<file path="src/rtl/spi_regbank_bridge.sv">
// spi_regbank_bridge: SPI mode-0 slave giving an SPI host read/write access to the register bank
// Ports:
//   clk, rst_n          system clock, asynchronous active-low reset
//   spi_sclk/cs_n/mosi  host SPI inputs, asynchronous, oversampled in clk (f_clk >= 8*f_sclk)
//   spi_miso            slave data out, 0 whenever no read data phase is active
//   rb_we/waddr/wdata   bank write port, rb_we is a one-cycle pulse
//   rb_raddr/rb_rdata   bank read port, rb_rdata combinational from rb_raddr
//   busy                frame in progress
//   addr_err            sticky out-of-range access flag, cleared at the next frame start
// Frame: cmd byte {rw, reserved, addr} then REG_WIDTH data bits, MSB first.
// Define SPI_BRIDGE_AUTOINC_EN for burst mode: while cs_n stays low, the address
// increments (wrapping at REG_COUNT) and each further word is a new access.
module spi_regbank_bridge #(
  parameter int REG_WIDTH  = 32,
  parameter int REG_COUNT  = 16,
  parameter int ADDR_WIDTH = $clog2(REG_COUNT)
) (
  input  logic                  clk,
  input  logic                  rst_n,
  input  logic                  spi_sclk,
  input  logic                  spi_cs_n,
  input  logic                  spi_mosi,
  output logic                  spi_miso,
  output logic                  rb_we,
  output logic [ADDR_WIDTH-1:0] rb_waddr,
  output logic [REG_WIDTH-1:0]  rb_wdata,
  output logic [ADDR_WIDTH-1:0] rb_raddr,
  input  logic [REG_WIDTH-1:0]  rb_rdata,
  output logic                  busy,
  output logic                  addr_err
);
  localparam int CW = $clog2(REG_WIDTH + 1);
  localparam logic [ADDR_WIDTH:0] LP_CNT = (ADDR_WIDTH + 1)'(REG_COUNT);
  localparam logic [2:0] S_IDLE = 3'd0;
  localparam logic [2:0] S_CMD  = 3'd1;
  localparam logic [2:0] S_WR   = 3'd2;
  localparam logic [2:0] S_RD   = 3'd3;
  localparam logic [2:0] S_DONE = 3'd4;
  logic [2:0]            r_sclk;
  logic [2:0]            r_cs;
  logic [1:0]            r_mosi;
  logic [2:0]            r_state;
  logic [CW-1:0]         r_cnt;
  logic [6:0]            r_cmd;
  logic [ADDR_WIDTH-1:0] r_addr;
  logic [ADDR_WIDTH-1:0] r_waddr;
  logic [ADDR_WIDTH-1:0] r_raddr;
  logic [REG_WIDTH-2:0]  r_rx;
  logic [REG_WIDTH-1:0]  r_tx;
  logic [REG_WIDTH-1:0]  r_wdata;
  logic                  r_we;
  logic                  r_miso;
  logic                  r_load;
  logic                  r_err;
  logic                  w_rise;
  logic                  w_fall;
  logic                  w_cs_hi;
  logic                  w_cs_fall;
  logic                  w_ok;
  logic                  w_last;
  logic [7:0]            w_cmd;
  logic [REG_WIDTH-1:0]  w_rx;
  // r_sclk[2] is the edge-detect flop behind the two synchroniser stages
  assign w_rise    = r_sclk[1] & ~r_sclk[2];
  assign w_fall    = ~r_sclk[1] & r_sclk[2];
  assign w_cs_hi   = r_cs[1];
  // a true falling edge is needed, so a cs_n held low across reset never restarts a frame
  assign w_cs_fall = r_cs[2] & ~r_cs[1];
  assign w_cmd     = {r_cmd, r_mosi[1]};
  assign w_rx      = {r_rx, r_mosi[1]};
  // widened compare so a non-power-of-2 REG_COUNT is range-checked correctly
  assign w_ok      = {1'b0, r_addr} < LP_CNT;
  assign w_last    = r_cnt == CW'(REG_WIDTH - 1);
`ifdef SPI_BRIDGE_AUTOINC_EN
  logic [ADDR_WIDTH-1:0] w_next_addr;
  assign w_next_addr = (r_addr == ADDR_WIDTH'(REG_COUNT - 1)) ? '0 : r_addr + 1'b1;
`endif
  assign spi_miso  = r_miso & (r_state == S_RD);
  assign rb_we     = r_we;
  assign rb_waddr  = r_waddr;
  assign rb_wdata  = r_wdata;
  assign rb_raddr  = r_raddr;
  assign busy      = r_state != S_IDLE;
  assign addr_err  = r_err;
  always_ff @(posedge clk or negedge rst_n) begin
    if (!rst_n) begin
      r_sclk  <= '0;
      r_cs    <= '0;
      r_mosi  <= '0;
      r_state <= S_IDLE;
      r_cnt   <= '0;
      r_cmd   <= '0;
      r_addr  <= '0;
      r_waddr <= '0;
      r_raddr <= '0;
      r_rx    <= '0;
      r_tx    <= '0;
      r_wdata <= '0;
      r_we    <= 1'b0;
      r_miso  <= 1'b0;
      r_load  <= 1'b0;
      r_err   <= 1'b0;
    end else begin
      r_sclk <= {r_sclk[1:0], spi_sclk};
      r_cs   <= {r_cs[1:0], spi_cs_n};
      r_mosi <= {r_mosi[0], spi_mosi};
      r_we   <= 1'b0;
      // cs_n high aborts any frame and wins over a coincident sclk edge
      if (r_state != S_IDLE && w_cs_hi) begin
        r_state <= S_IDLE;
        r_cnt   <= '0;
        r_load  <= 1'b0;
      end else begin
        case (r_state)
          S_IDLE: if (w_cs_fall) begin
            r_state <= S_CMD;
            r_cnt   <= '0;
            r_err   <= 1'b0;
          end
          S_CMD: if (w_rise) begin
            r_cmd <= w_cmd[6:0];
            r_cnt <= r_cnt + 1'b1;
            if (r_cnt == CW'(7)) begin
              r_addr  <= w_cmd[ADDR_WIDTH-1:0];
              r_cnt   <= '0;
              r_state <= w_cmd[7] ? S_WR : S_RD;
              if (!w_cmd[7]) begin
                r_raddr <= w_cmd[ADDR_WIDTH-1:0];
                r_load  <= 1'b1;
              end
            end
          end
          S_WR: if (w_rise) begin
            r_rx  <= w_rx[REG_WIDTH-2:0];
            r_cnt <= r_cnt + 1'b1;
            if (w_last) begin
              r_we  <= w_ok;
              r_err <= r_err | ~w_ok;
              r_cnt <= '0;
              if (w_ok) begin
                r_waddr <= r_addr;
                r_wdata <= w_rx;
              end
`ifdef SPI_BRIDGE_AUTOINC_EN
              r_addr <= w_next_addr;
`else
              r_state <= S_DONE;
`endif
            end
          end
          S_RD: begin
            // rb_raddr settled last cycle, so rb_rdata is valid now
            if (r_load) begin
              r_tx   <= w_ok ? rb_rdata : '0;
              r_err  <= r_err | ~w_ok;
              r_miso <= 1'b0;
              r_load <= 1'b0;
            end else if (w_fall) begin
              r_miso <= r_tx[REG_WIDTH-1];
              r_tx   <= {r_tx[REG_WIDTH-2:0], 1'b0};
            end
            // word ends on the host's last sampling edge so the final bit is held until then
            if (w_rise) begin
              r_cnt <= r_cnt + 1'b1;
              if (w_last) begin
                r_cnt <= '0;
`ifdef SPI_BRIDGE_AUTOINC_EN
                r_addr  <= w_next_addr;
                r_raddr <= w_next_addr;
                r_load  <= 1'b1;
`else
                r_state <= S_DONE;
`endif
              end
            end
          end
          default: ;
        endcase
      end
    end
  end
endmodule
</file>
<file path="config.mk">
export PLATFORM = sky130hd
export DESIGN_NAME = spi_regbank_bridge
export DESIGN_NICKNAME = d
export VERILOG_FILES = /design/src/rtl/spi_regbank_bridge.sv
export SDC_FILE = /design/constraint.sdc
export NUM_CORES = 1
export LEC_CHECK = 0
export CAP_MARGIN = 10
export CORE_UTILIZATION = 50
export DETAILED_ROUTE_END_ITERATION = 10
export PLACE_DENSITY_LB_ADDON = 0.2
export SYNTH_ARGS = -nofsm -noshare
export SYNTH_HDL_FRONTEND = slang
export SYNTH_SLANG_ARGS = --single-unit
</file>
<file path="constraint.sdc">
create_clock -name clk -period 2.88 [get_ports clk]
set_clock_uncertainty 0.2 [all_clocks]
set_input_delay 0.864 -clock clk [delete_from_list [all_inputs] [get_ports clk]]
set_output_delay 0.864 -clock clk [all_outputs]
set_load 0.05 [all_outputs]
</file>
==> metrics, run 1 <==
final hold slack 0.1425 ns; post-DR wirelength/cell 15.25 µm; reg-to-reg startpoint r_cnt[0]; core footprint 0.01046 mm²; I/O pins 81; hpwl dp 6141 µm; Finished Cell Area 0.007027 mm²; outcome complete, no violations; crit path capture type output pin; antenna-violating nets left 0; Hold Path End r_mosi[1]; Critical Path Source Type register; fmax 361.9 MHz; H-tree Lvls 4; Most used DFF post-synth dfrtp_1; die area 0.01138 mm²; port bufs 79; synthesized flop and latch total 134; Row Count 37; most common cell after layout, fill and taps aside dfrtp_1; synthesized cell area 0.005480 mm²; Worst-path clk slew 0.06 ns; Max IR drop VDD 0.4231 mV; Sw Pwr 1.178 mW; cells after synthesis 403; P_int 3.706 mW; critical path's top delay family buffers and inverters; aggregate global-route resource usage 18.59%; Place WS 0.4074 ns; CP Data Required Time 1.82 ns; Max FO, Critical Path 2; CP peak stage delay 0.81 ns; Vias 3284; die width 106.7 µm; power density over the cells 695.1 mW/mm²; min-delay src r_mosi[0]; syn nets 441; Layout area overhead 28.22%; critical path type reg2out; # setup viols final 0; reg2reg path depth 5; max_slew headroom 35.18%; Initial DRC Count 132; RePlAce Congestion 0.8048; root buffer cell clkbuf_8; most frequent cells in the layout dfrtp_1 (133), clkdlybuf4s50_1 (76), mux2_2 (75); Seq pwr share 41.5%; clock share of power 45.8%; Crit path buffers/inverters 1; WL final 9669 µm; unrepaired setup endpoints after global routing no; initial antenna violation count 0; Overflow after GRT 0; worst hold path class reg2reg; r2r setup slk 0.40 ns; slowest CP cell clkdlybuf4s50_1; first-pass GRT wire length 16220 µm; largest net degree at the start of global routing 55; Final Critical Period 2.763 ns; Fin. Hold Viols 0; die extent in y 106.7 µm; number of synthesis warnings 0; cell area after placement 0.006395 mm²; Least-Margin Pin Slew 0.9687 ns; placed insts 601; setup ws final 0.1166 ns; register area share after synthesis 61.19%; fill count 777; cts hold-fix bufs 1; Post-Syn Area per Cell 13.60 µm²; initial core utilization 52.38%; Max clock buf depth 2; CTS tree built; post-CTS sizing 0; Post-layout nets 523; vias per cell 5.180; diodes inserted 0; Logic pwr share 12.6%; Final period util 95.95%; Leak Pwr 3.426 nW; setup bufs post-CTS 0; Clk Latency, worst-skew pair 0.51 ns; Yosys cell types 42; drc violations 0; fraction of layout cells with a size suffix above 1 27.31%; max cap viols 0; Worst R2R End rb_wdata[0]; Post-synth EDFFs 0; fin. max-slew vios 0; aggregate negative setup slack 0 ns; ys async rst share 100.0%; Clock Sinks 134; Layout Cells excl Fill 634; CTS buffer count 17; Pre-antenna DRT Iters 4; Sw Share 24.12%; hold depth 0; vias in the first global route 3325; crit path DAT 1.70 ns; worst-path cell chain clkdlybuf4s50_1
==> synth_stat cells (2+ instances only) <==
cell type  instances  area, µm²
a21oi_1            4      20.02
nand3_1            3      15.01
or3_1              3      18.77
buf_4              4      30.03
a22o_1             2      17.52
nor2b_1            3      18.77
nand2b_1           2      12.51
mux2_2            75      844.6
inv_1              3      11.26
clkbuf_1          13      48.80
nor2_8             2      40.04
nor2_1             7      26.28
mux2_4             8      120.1
o22ai_1            2      12.51
dfrtp_1          134       3353
o21ai_0           38      190.2
mux2i_1           31      310.3
nand2_1           39      146.4
a21o_1             2      15.01
buf_2              6      30.03
==> flip-flops by register name, indices dropped and copies added, names as in the netlist <==
register,cells
rb_we,1
r_state,3
rb_waddr,4
r_tx,32
r_addr,4
r_cnt,6
r_miso,1
r_sclk,3
r_rx,31
r_mosi,2
r_load,1
r_cmd,7
r_cs,3
rb_wdata,32
rb_raddr,4
==> routing by layer <==
layer	track usage, %	part of all wire, %
met1	24.06	45
met2	29.22	50
met3	5.897	4.0
met4	7.241	0.78
met5	0	0
==> cell families (layout without fill, tap and decap cells) <==
kind of cell	Yosys count	after routing	share of synthesized area [%]
AO/OA/AOI/OAI	56	56	6.073
adder cells (fa/ha/maj)	1	1	0.2283
buffers and inverters	27	122	2.397
flip-flops	134	134	61.19
multiplexers	114	114	23.26
other	1	1	0.06843
AND/OR/NAND/NOR	70	70	6.781
==> stage by stage <==
step | power (mW) | util [%]
2_1_floorplan | 2.486 | -
3_3_place_gp | 2.659 | 61.12
3_5_place_dp | 2.679 | 61.12
4_1_cts | 4.939 | 67.16
5_1_grt | 5.092 | 67.16
6_report | 4.885 | 67.16
==> power groups by stage <==
stage / clock, mW / sequential (mW) / combinational (mW)
2_1_floorplan: 0 / 2.02 / 0.462
3_3_place_gp: 0 / 2.06 / 0.603
3_5_place_dp: 0 / 2.06 / 0.617
4_1_cts: 2.29 / 2.03 / 0.624
5_1_grt: 2.38 / 2.04 / 0.675
6_report: 2.24 / 2.03 / 0.617
==> worst max-delay path by stage <==
stage | startpoint | end | slack (ns) | depth (start not counted)
6_report | rb_wdata[7] | rb_wdata[7] | 0.12 | 1
4_1_cts | rb_wdata[3] | rb_wdata[3] | 0.08 | 1
3_5_place_dp | r_cnt[0] | rb_wdata[8] | 0.41 | 5
5_1_grt | rb_wdata[7] | rb_wdata[7] | 0.05 | 1
3_3_place_gp | r_cnt[0] | rb_wdata[12] | 0.49 | 5
2_1_floorplan | r_state[1] | spi_miso | 0.46 | 3
==> area by class of cell <==
type                    count  area, µm²  share of cell area, %
inverters                   3      11.26                 0.1603
multi-input cells         242       2007                  28.56
well taps                 136      170.2                  2.422
repair buffers             87      862.1                  12.27
flip-flops and latches    134       3354                  47.74
clock buffers              20      445.4                  6.339
clock inverters            12      176.4                  2.511
No activity file was read; power rests on OpenSTA's default activity.
==> inputs of run 2 (changes only) <==
--- a/constraint.sdc
+++ b/constraint.sdc
@@ -4,2 +4,2 @@
 set_output_delay 0.864 -clock clk [all_outputs]
-set_load 0.05 [all_outputs]
+set_load 0.005 [all_outputs]
==> run 2 against run 1 <==
Effect of this change: clock power rose by 7%; core utilization rose by 0.36 points; final cell count fell by 0.16%; via count rose by 1.1%; hold slack improved by 0.0050 ns; die area did not move; highest routed layer unchanged; routed wire length rose by 2.3%; first-iteration DRC count rose by 2.3%; non-clock buffer count fell by 1; clock-buffer cell count did not move; largest power group unchanged; critical path type unchanged; register-to-register slack barely moved; global-route usage rose by 0.24 points.
==> metrics, run 2 (same netlist as run 1, synthesis figures left out) <==
CTS buffer count 17; WL final 9889 µm; Place WS 0.3995 ns; Tot Pwr 5.009 mW; initial core utilization 52.38%; Layout area overhead 28.90%; Clk Latency, worst-skew pair 0.51 ns; initial antenna violation count 0; Fin. Hold Viols 0; fin. max-slew vios 0; H-tree Lvls 4; Final period util 96.73%; fraction of layout cells with a size suffix above 1 27.36%; Max IR drop VDD 0.6554 mV; port bufs 79; critical path's top delay family buffers and inverters; post-DR wirelength/cell 15.62 µm; aggregate negative setup slack 0 ns; hpwl dp 5952 µm; antenna-violating nets left 0; Critical Path Source Type register; unrepaired setup endpoints after global routing no; CP Data Required Time 1.82 ns; # setup viols final 0; Post-layout nets 522; Crit path buffers/inverters 2; max cap viols 0; Clock Sinks 134; die width 106.7 µm; CP peak stage delay 0.40 ns; Initial DRC Count 135; slowest CP cell dfrtp_2; Final Critical Period 2.786 ns; vias per cell 5.243; Max FO, Critical Path 5; crit path capture type output pin; Max clock buf depth 2; fmax 359.0 MHz; vias in the first global route 3370; I/O pins 81; Least-Margin Pin Slew 1.034 ns; drc violations 0; worst hold path class reg2reg; CTS tree built; diodes inserted 0; Finished Cell Area 0.007064 mm²; die extent in y 106.7 µm; largest net degree at the start of global routing 135; max_slew headroom 30.79%; first-pass GRT wire length 16640 µm; most common cell after layout, fill and taps aside dfrtp_1; Row Count 37; worst-path cell chain buf_4 > or3_1 > dlygate4sd2_1; aggregate global-route resource usage 18.83%; critical path type reg2out; most frequent cells in the layout dfrtp_1 (130), clkdlybuf4s50_1 (77), mux2_2 (75); setup ws final 0.09411 ns; Worst-path clk slew 0.06 ns; Leak Pwr 3.442 nW; cts hold-fix bufs 0; Overflow after GRT 0; core footprint 0.01046 mm²; root buffer cell clkbuf_8; power density over the cells 709.1 mW/mm²; final hold slack 0.1475 ns; crit path DAT 1.72 ns; RePlAce Congestion 0.7504; die area 0.01138 mm²; cell area after placement 0.006385 mm²; Vias 3319; outcome complete, no violations; Pre-antenna DRT Iters 4
==> run 2: per-layer routing <==
layer | vias to the layer above | GRT usage [%] | wire [µm]
li1 | 1587 | - | -
met1 | 1661 | 24.13 | 4502
met2 | 60 | 29.77 | 4879
met3 | 11 | 6.018 | 357
met4 | 0 | 7.436 | 149
met5 | - | 0 | 0
==> run 2: cell type report <==
type	count	area [µm²]
Clock inverter	12	226.5
Fill cell	776	3398
Timing Repair Buffer	86	855.8
Clock buffer	20	435.4
Sequential cell	134	3358
Tap cell	136	170.2
Inverter	3	11.26
Multi-Input combinational cell	242	2007
==> run 2: what timing repair did <==
action / 4_1_cts / 5_1_grt
resized for setup: 3 / 1
pin swaps: 0 / 0
buffers inserted: 2 / 0
setup endpoints to repair: 2 / 1
==> run 2: metrics by stage <==
stage | util [%] | cells
2_1_floorplan | - | 403
3_3_place_gp | 61.03 | 599
3_5_place_dp | 61.03 | 599
4_1_cts | 67.51 | 633
5_1_grt | 67.52 | 633
6_report | 67.52 | 633
==> run 2: worst paths after layout <==
| kind | slack (ns) | start | end | depth (start not counted) |
|---|---|---|---|---|
| worst min-delay path | 0.15 | r_mosi[0] | r_mosi[1] | 0 |
| min in group asynchronous | 0.18 | rst_n | r_cnt[3] | 2 |
| worst max-delay path | 0.09 | r_state[2] | busy | 3 |
| worst max register to register | 0.41 | r_cnt[0] | rb_wdata[24] | 5 |
| max in group asynchronous | 1.63 | rst_n | r_state[0] | 2 |
| worst min register to register | 0.15 | r_mosi[0] | r_mosi[1] | 0 |
==> run 2: worst register-to-register path, stage by stage (launching register included) <==
cell	delay (ns)
dfrtp_1	0.38
ha_1	0.22
nand2_1	0.09
or3_1	0.49
nor2_8	0.53
mux2_2	0.44
==> run 2: power breakdown <==
part           switching (mW)  internal (mW)
combinational           0.292          0.296
sequential             0.0750           1.96
clock                   0.782           1.61
